$ cat config.mk
export PLATFORM = sky130hd
export DESIGN_NAME = touch_report_tx
export DESIGN_NICKNAME = d
export VERILOG_FILES = /design/src/rtl/touch_report_tx.sv
export SDC_FILE = /design/constraint.sdc
export NUM_CORES = 1
export LEC_CHECK = 0
export BUFFER_PORTS_ARGS = -buffer_cell sky130_fd_sc_hd__buf_4
export CORE_ASPECT_RATIO = 0.7
export CORE_MARGIN = 5
export CORE_UTILIZATION = 45
export DETAILED_ROUTE_END_ITERATION = 12
export HOLD_SLACK_MARGIN = 0.02
export PLACE_DENSITY = 0.65
export SYNTH_ARGS = -nofsm -noshare
export SYNTH_HDL_FRONTEND = slang
export SYNTH_SLANG_ARGS = --single-unit
$ cat constraint.sdc
create_clock -name clk -period 4.35 [get_ports clk]
set_clock_uncertainty 0.05 [all_clocks]
set_input_delay 0.6525 -clock clk [delete_from_list [all_inputs] [get_ports clk]]
set_output_delay 0.6525 -clock clk [all_outputs]
set_load 0.005 [all_outputs]
$ cat src/rtl/touch_report_tx.sv
// touch_report_tx: stand-in touch panel UART transmitter.
// Each accepted report is sent as a 5-byte touch packet, 8N1, LSB first:
//   B0 = {7'b1000000, pen_down}, B1 = {1'b0, x[6:0]}, B2 = {3'b0, x[11:7]},
//   B3 = {1'b0, y[6:0]},         B4 = {3'b0, y[11:7]}
// Ports:
//   clk          system clock, rising edge
//   reset        synchronous, active-high reset
//   report_valid report offered on pen_down / x_pos / y_pos
//   report_ready block can accept a report this cycle (registered)
//   pen_down     1 = pen touching, 0 = lifted
//   x_pos, y_pos 12-bit coordinates
//   txd          serial line, idles high, driven straight from a flop
//   busy         packet in flight (!report_ready)
//   packets_sent count of fully transmitted packets, wraps
module touch_report_tx #(
  parameter int unsigned CLKS_PER_BIT = 5208,
  parameter int unsigned CNT_W        = 16
) (
  input  logic             clk,
  input  logic             reset,
  input  logic             report_valid,
  output logic             report_ready,
  input  logic             pen_down,
  input  logic [11:0]      x_pos,
  input  logic [11:0]      y_pos,
  output logic             txd,
  output logic             busy,
  output logic [CNT_W-1:0] packets_sent
);

  localparam int unsigned TimerW = (CLKS_PER_BIT > 1) ? $clog2(CLKS_PER_BIT) : 1;
  localparam logic [TimerW-1:0] TimerMax = TimerW'(CLKS_PER_BIT - 1);

  typedef enum logic [1:0] {
    StIdle,
    StStart,
    StData,
    StStop
  } state_e;

  state_e             state_q, state_d;
  logic [TimerW-1:0]  timer_q, timer_d;
  logic [2:0]         bit_q, bit_d;
  logic [2:0]         byte_q, byte_d;
  logic [39:0]        packet_q, packet_d;
  logic               txd_q, txd_d;
  logic               ready_q, ready_d;
  logic [CNT_W-1:0]   cnt_q, cnt_d;

  logic               xfer;
  logic               timer_end;
  logic [7:0]         cur_byte;

  assign xfer      = report_valid && ready_q;
  assign timer_end = (timer_q == TimerMax);

  always_comb begin
    state_d  = state_q;
    timer_d  = timer_q;
    bit_d    = bit_q;
    byte_d   = byte_q;
    packet_d = packet_q;
    cnt_d    = cnt_q;

    if (state_q != StIdle) begin
      timer_d = timer_end ? '0 : timer_q + 1'b1;
    end

    unique case (state_q)
      StIdle: begin
        if (xfer) begin
          state_d  = StStart;
          timer_d  = '0;
          bit_d    = '0;
          byte_d   = '0;
          packet_d = {3'b000, y_pos[11:7], 1'b0, y_pos[6:0],
                      3'b000, x_pos[11:7], 1'b0, x_pos[6:0],
                      7'b1000000, pen_down};
        end
      end
      StStart: begin
        if (timer_end) begin
          state_d = StData;
          bit_d   = '0;
        end
      end
      StData: begin
        if (timer_end) begin
          if (bit_q == 3'd7) begin
            state_d = StStop;
          end else begin
            bit_d = bit_q + 3'd1;
          end
        end
      end
      StStop: begin
        if (timer_end) begin
          if (byte_q == 3'd4) begin
            state_d = StIdle;
            cnt_d   = cnt_q + CNT_W'(1);
          end else begin
            // Next byte's start bit follows the stop bit with no gap.
            byte_d  = byte_q + 3'd1;
            state_d = StStart;
          end
        end
      end
      default: state_d = StIdle;
    endcase
  end

  // Byte select uses the next byte index so txd_d lines up with the next state.
  always_comb begin
    cur_byte = 8'h00;
    case (byte_d)
      3'd0:    cur_byte = packet_q[7:0];
      3'd1:    cur_byte = packet_q[15:8];
      3'd2:    cur_byte = packet_q[23:16];
      3'd3:    cur_byte = packet_q[31:24];
      3'd4:    cur_byte = packet_q[39:32];
      default: cur_byte = 8'h00;
    endcase
  end

  // txd and report_ready are computed from the next state so they change on the
  // same edge the state does, with no combinational path to the outputs.
  always_comb begin
    txd_d   = 1'b1;
    ready_d = 1'b0;
    unique case (state_d)
      StIdle: begin
        txd_d   = 1'b1;
        ready_d = 1'b1;
      end
      StStart: txd_d = 1'b0;
      StData:  txd_d = cur_byte[bit_d];
      StStop:  txd_d = 1'b1;
      default: txd_d = 1'b1;
    endcase
  end

  always_ff @(posedge clk) begin
    if (reset) begin
      state_q  <= StIdle;
      timer_q  <= '0;
      bit_q    <= '0;
      byte_q   <= '0;
      packet_q <= '0;
      txd_q    <= 1'b1;
      ready_q  <= 1'b1;
      cnt_q    <= '0;
    end else begin
      state_q  <= state_d;
      timer_q  <= timer_d;
      bit_q    <= bit_d;
      byte_q   <= byte_d;
      packet_q <= packet_d;
      txd_q    <= txd_d;
      ready_q  <= ready_d;
      cnt_q    <= cnt_d;
    end
  end

  assign txd          = txd_q;
  assign report_ready = ready_q;
  assign busy         = ~ready_q;
  assign packets_sent = cnt_q;

endmodule

After elaboration in Yosys (flattened, before gate mapping). Cells that the tools add are included.

Bits in registers: 65. Output and inout port bits: 19. Logic and storage cells: 60. Input port bits: 28.

Reduce and logical (&&, ||, !) cells: 8. Equality and inequality tests: 13. Magnitude comparators: 1. Multiplexer cells: 25. $add $sub $neg: 4. Bitwise logic cells: 1.

Operators with widths (number): 13-bit two-way mux (4); 8-bit case mux with 5 select lines (1); 3-bit two-way mux (7); 16-bit by 1-bit adder with 16-bit output, second input constant (1); 13-bit by 1-bit adder with 13-bit output, second input constant (1); 13-bit == test, second input constant (1); 2-bit two-way mux (5); 3-bit == test, second input constant (3); 3-bit case mux with 3 select lines (1); 2-bit == test, second input constant (4); 2-bit case mux with 4 select lines (1); 3-bit by 1-bit adder with 3-bit output, second input constant (2); 3-bit by 2-bit == test with 1-bit output, second input constant (2); 3-bit case mux with 2 select lines (1); 2-bit by 1-bit == test with 1-bit output, second input constant (2); 2-bit zero test (2); 3-bit by 4-bit < comparator with 1-bit output, second input constant (1); 1-bit binary-select mux with 3-bit select (1); 3-bit by 1-bit == test with 1-bit output, second input constant (1); 3-bit zero test (1); 1-bit two-way mux (3); 1-bit case mux with 3 select lines (1); 3-bit AND reduction (1); 2-bit AND reduction (1); 4 further kinds (4).

Logic depth before layout (Yosys ltp).
Word-level depth: 9. Gate-level depth with buffers: 13. Depth with buffers taken out: 11.

Worst setup path before layout. Ideal clock, no wire load.

Kind: register to register. Start: register timer_q[8]. End: register txd_q, in the netlist txd. Period minus slack after synthesis: 3.040 ns. Data arrival time: 2.868 ns. Cell stages (with the launch flop): 12. Required time: 4.178 ns. Library setup time: 0.122 ns. Buffers on the path: 3. Slack: 1.310 ns. Cells stage by stage: dfxtp_1 or4b_1 buf_2 or3_1 buf_6 a311oi_4 buf_6 mux2i_1 o22ai_1 a211oi_2 nor3_1 o32a_1.

Word-level cells in the longest chain between the ends: 8. Elaborated cells between the ends (all ways): 24. Those cells by class: eq/ne (8); mux (13); reduce/logical (3).

Ends and longest elaborated chain: start: declaration (line 42) `logic [TimerW-1:0] timer_q, timer_d;`; start signal: assignment (line 154) `timer_q <= timer_d;`; 13-bit == test (*) (line 55) `assign timer_end = (timer_q == TimerMax);`; 3-bit two-way mux (line 97) `if (timer_end) begin`; 3-bit case mux with 2 select lines (line 69) `unique case (state_q)`; 3-bit == test (tied with other cells) (line 115) `case (byte_d)`; 8-bit case mux with 5 select lines (line 115); 1-bit binary-select mux with 3-bit select (line 136) `StData: txd_d = cur_byte[bit_d];`; 1-bit two-way mux (not written as such) (line 136); 1-bit case mux with 3 select lines (*) (line 130) `unique case (state_d)`; end signal: assignment (line 158) `txd_q <= txd_d;`; end: declaration (line 46) `logic txd_q, txd_d;`.

Every way passes the cells marked *; elsewhere a longest branch is shown, timed or not. The select of a mux whose other input is x is not followed. A chain may end at the register's enable or synchronous reset.

Worst setup path in the final report. Ends and elaborated chain as after synthesis.

==> flow_summary.yaml <==
final_layout:
  areaGrowthSynthToFinish_pct: 18.5
  drive_above_1_share_pct: 15.8
  antennaDiodeCount: 0
  finalNonFillerCells: 531
  finalNetCount: 473
pwr:
  power.combinational.fraction_pct: 11.2
  vdd_drop_max_mv: 0.167
  power_report.internal_total_mw: 1.02
  power.clock.fraction_pct: 41.7
  power.density_nw_per_um2: 358
  power.sequential.fraction_pct: 47.0
  power.switching_uw: 348
  p_leak_nw: 1.48
  p_sw_share_pct: 25.4
floorplanning:
  core.rowCount: 25
  pin_count: 47
  core-area_um2: 6850
  floorplan.die.height_um: 80.8
  initial_core_util_pct: 47.1
  die_width_um: 111
  floorplan.die_area_um2: 8980
setup_path:
  critPathBufInv: 0
  worstPathRequired_ns: 4.58
  criticalPathCategory: "reg -> reg"
  worst_path_dominant_cell_family: "simple AND/OR/NAND/NOR gates"
  worst_setup_path_end_kind: "register"
  path_max_fanout: 12
  cp-start-kind: "register"
  worst_path_largest_cell_delay_ns: 0.79
  worst-endpoint-arrival_ns: 3.80
  crit_path_top_delay_cell: "sky130_fd_sc_hd__a311oi_4"
  critical_path.cell_chain: "or4b_1, or3_1, a311oi_4, and2_1, a22o_1, a211oi_1, nor4b_1, o32a_1"
worst_hold_path:
  min-delay-path-class: "reg -> reg"
global_routing:
  grt_most_used_layer: "met2"
  maximum_number_of_pins_on_one_net_before_global_route_repair: 57
  grt_antenna_before_repair: 0
  gr-usage-met1_pct: 21.9
  grt_usage_pct: 17.1
  groute.layer.met3.usage_pct: 5.29
  vias_in_the_first_global_route: 2673
  grt-ovfl-total: 0
  grt_util_met2_pct: 28.2
  global_route_wire_length_before_repair_mm: 12.6
sta:
  max-slew-margin-rel_pct: 41.2
  final.setup.tns_ns: 0
  fin_crit_sh_pct: 82.0
  timing.final.setup_violations: 0
  rsz0062_at_grt: "false"
  final.min_clock_period_ns: 3.57
  tightestPinTransition_ns: 0.882
  fmax_mhz: 280
  timing.final.max_slew_violations: 0
  finalHoldWorstSlack_ns: 0.407
  postLayoutSetupSlackWorst_ns: 0.784
  timing.final.hold_violations: 0
yosys:
  count_of_synthesis_stage_warnings_from_yosys: 0
  sequential_area_share_after_synthesis_pct: 40.4
  synth-edff-count: 0
  number_of_storage_elements_in_the_synthesis_netlist: 65
  async_reset_ff_share_pct: 0
  synth_ff_type: "sky130_fd_sc_hd__dfxtp_1"
  syn_area_um2: 3220
  average_footprint_of_a_synthesized_cell_um2: 8.16
  synth.top_cells.by_area: "sky130_fd_sc_hd__dfxtp_1 40%, sky130_fd_sc_hd__nand2_1 8.5%, sky130_fd_sc_hd__a21oi_1 6.4%, sky130_fd_sc_hd__ha_1 4.7%, sky130_fd_sc_hd__nor2_1 4.7%"
  mapped_nets: 435
  synth.distinct_cells: 53
  syn-instance-count: 395
  synth_top_area_cell: "sky130_fd_sc_hd__dfxtp_1"
  post-synth-top-area-fraction_pct: 40.4
cts:
  htreeDepth: 3
  cts-buffers-inserted: 9
  postCtsSetupRepairBufs: 0
  clock_tree.root_cell: "sky130_fd_sc_hd__clkbuf_8"
  clock_path_buffers: 2
  cts_repair_resize_count: 0
  clkLatencyLatePin_ns: 0.34
  clkTransAtPathRegs_ns: 0.07
  ctsHoldBuffers: 0
  tritoncts: "built"
  cts_num_sinks: 65
route:
  dr_total_vias: 2791
  drt_antenna_net_count: 0
  dr.pass1.iters: 4
  routed_wl_mm: 7.28
  routedWlPerCell_um: 13.7
  detail_route.iter0.violations: 158
  post-route-drc-count: 0
  vias_per_cell: 5.26
placement:
  post-dp-hpwl_mm: 5.16
  numPortBuffers: 46
  detailedPlace.worstSlack_ns: 0.862
  place.detailed.instances: 516
  routabilityCongestion: 0.866
status:
  outcome: "completed"
run:
  timing.max_cap.violations: 0
worst paths after layout:
| check | startpoint | endpoint | slack [ns] | depth (start not counted) |
|---|---|---|---|---|
| worst max-delay path | timer_q[8] | txd | 0.78 | 8 |
| worst min-delay path | packet_q[28] | packet_q[28] | 0.41 | 2 |
| worst max register to register | timer_q[8] | txd | 0.78 | 8 |
| worst min register to register | packet_q[28] | packet_q[28] | 0.41 | 2 |
state kept, by name (all words and copies together) (netlist names):
register / flops
txd: 1
timer_q: 13
byte_q: 3
state_q: 2
bit_q: 3
packets_sent: 16
packet_q: 26
report_ready: 1
placed cells by master (no fill, tap or decap), drive strengths merged, types with 5 or more instances in the layout:
cell type  synthesis  layout
nor2              41      41
nand2             73      73
a21oi             41      41
dfxtp             65      65
xor2              14      14
mux2i             10      10
o21ai             13      13
inv               13      13
buf                4      47
nand4             14      14
or3               10      10
and2               6       6
ha                12      12
a22o               5       5
clkbuf            16      10
metrics by stage:
stage	power, mW	utilization [%]	area, µm²
after global placement	0.808	52.6	3600
after floorplan	0.754	-	3220
after detailed placement	0.812	52.6	3600
after global routing	1.42	55.7	3820
final	1.37	55.7	3820
after CTS	1.38	55.7	3820
worst min-delay path: cells and delay by family (launching register included):
kind / cells / cell delay, ns
DFF: 1 / 0.31
and+or+nand+nor: 1 / 0.05
AOI/OAI and AO/OA: 1 / 0.05
layout make-up:
| cell class | instances | area [µm²] |
|---|---|---|
| flip-flops and latches | 65 | 1300 |
| fillers | 627 | 3030 |
| well taps | 94 | 118 |
| clock buffers | 10 | 138 |
| clock inverters | 5 | 80.1 |
| multi-input cells | 297 | 1780 |
| inverters | 13 | 48.8 |
| repair buffers | 47 | 353 |
routing by layer:
layer | part of all wire, % | wire length (µm)
met4 | 0.73 | 53
met1 | 50 | 3650
met3 | 4.7 | 341
met2 | 44 | 3230
met5 | 0 | 0
power groups by stage:
stage / clock network, mW / logic, mW / registers, mW
after floorplan: 0 / 0.103 / 0.650
after global placement: 0 / 0.151 / 0.657
after detailed placement: 0 / 0.154 / 0.657
after CTS: 0.584 / 0.155 / 0.643
after global routing: 0.601 / 0.175 / 0.647
final: 0.571 / 0.153 / 0.643
cell usage after synthesis (all sizes together) (2+ instances only):
master,instances
xnor2,4
dfxtp,65
clkbuf,16
a22oi,2
ha,12
or3,10
nor4,4
nand2,73
nand2b,3
nand4,14
nand4b,2
a31oi,2
o21a,3
and2,6
o2bb2ai,2
nor2,41
and3,3
nand3,3
inv,13
nor3,3
a22o,5
xor2,14
mux2i,10
nor2b,3
buf,4
a21oi,41
o21ai,13
a211oi,3
logic make-up (layout without fill, tap and decap cells):
family	Yosys count	count (layout)	share of synthesized area (%)
and+or+nand+nor	174	174	25.8
AOI/OAI and AO/OA	83	83	16.8
DFF	65	65	40.4
buffers and inverters	33	75	4.39
xor gates and xnor gates	18	18	4.89
adders and majority gates	12	12	4.66
muxes	10	10	3.11
(Power assumes the default switching activity.)
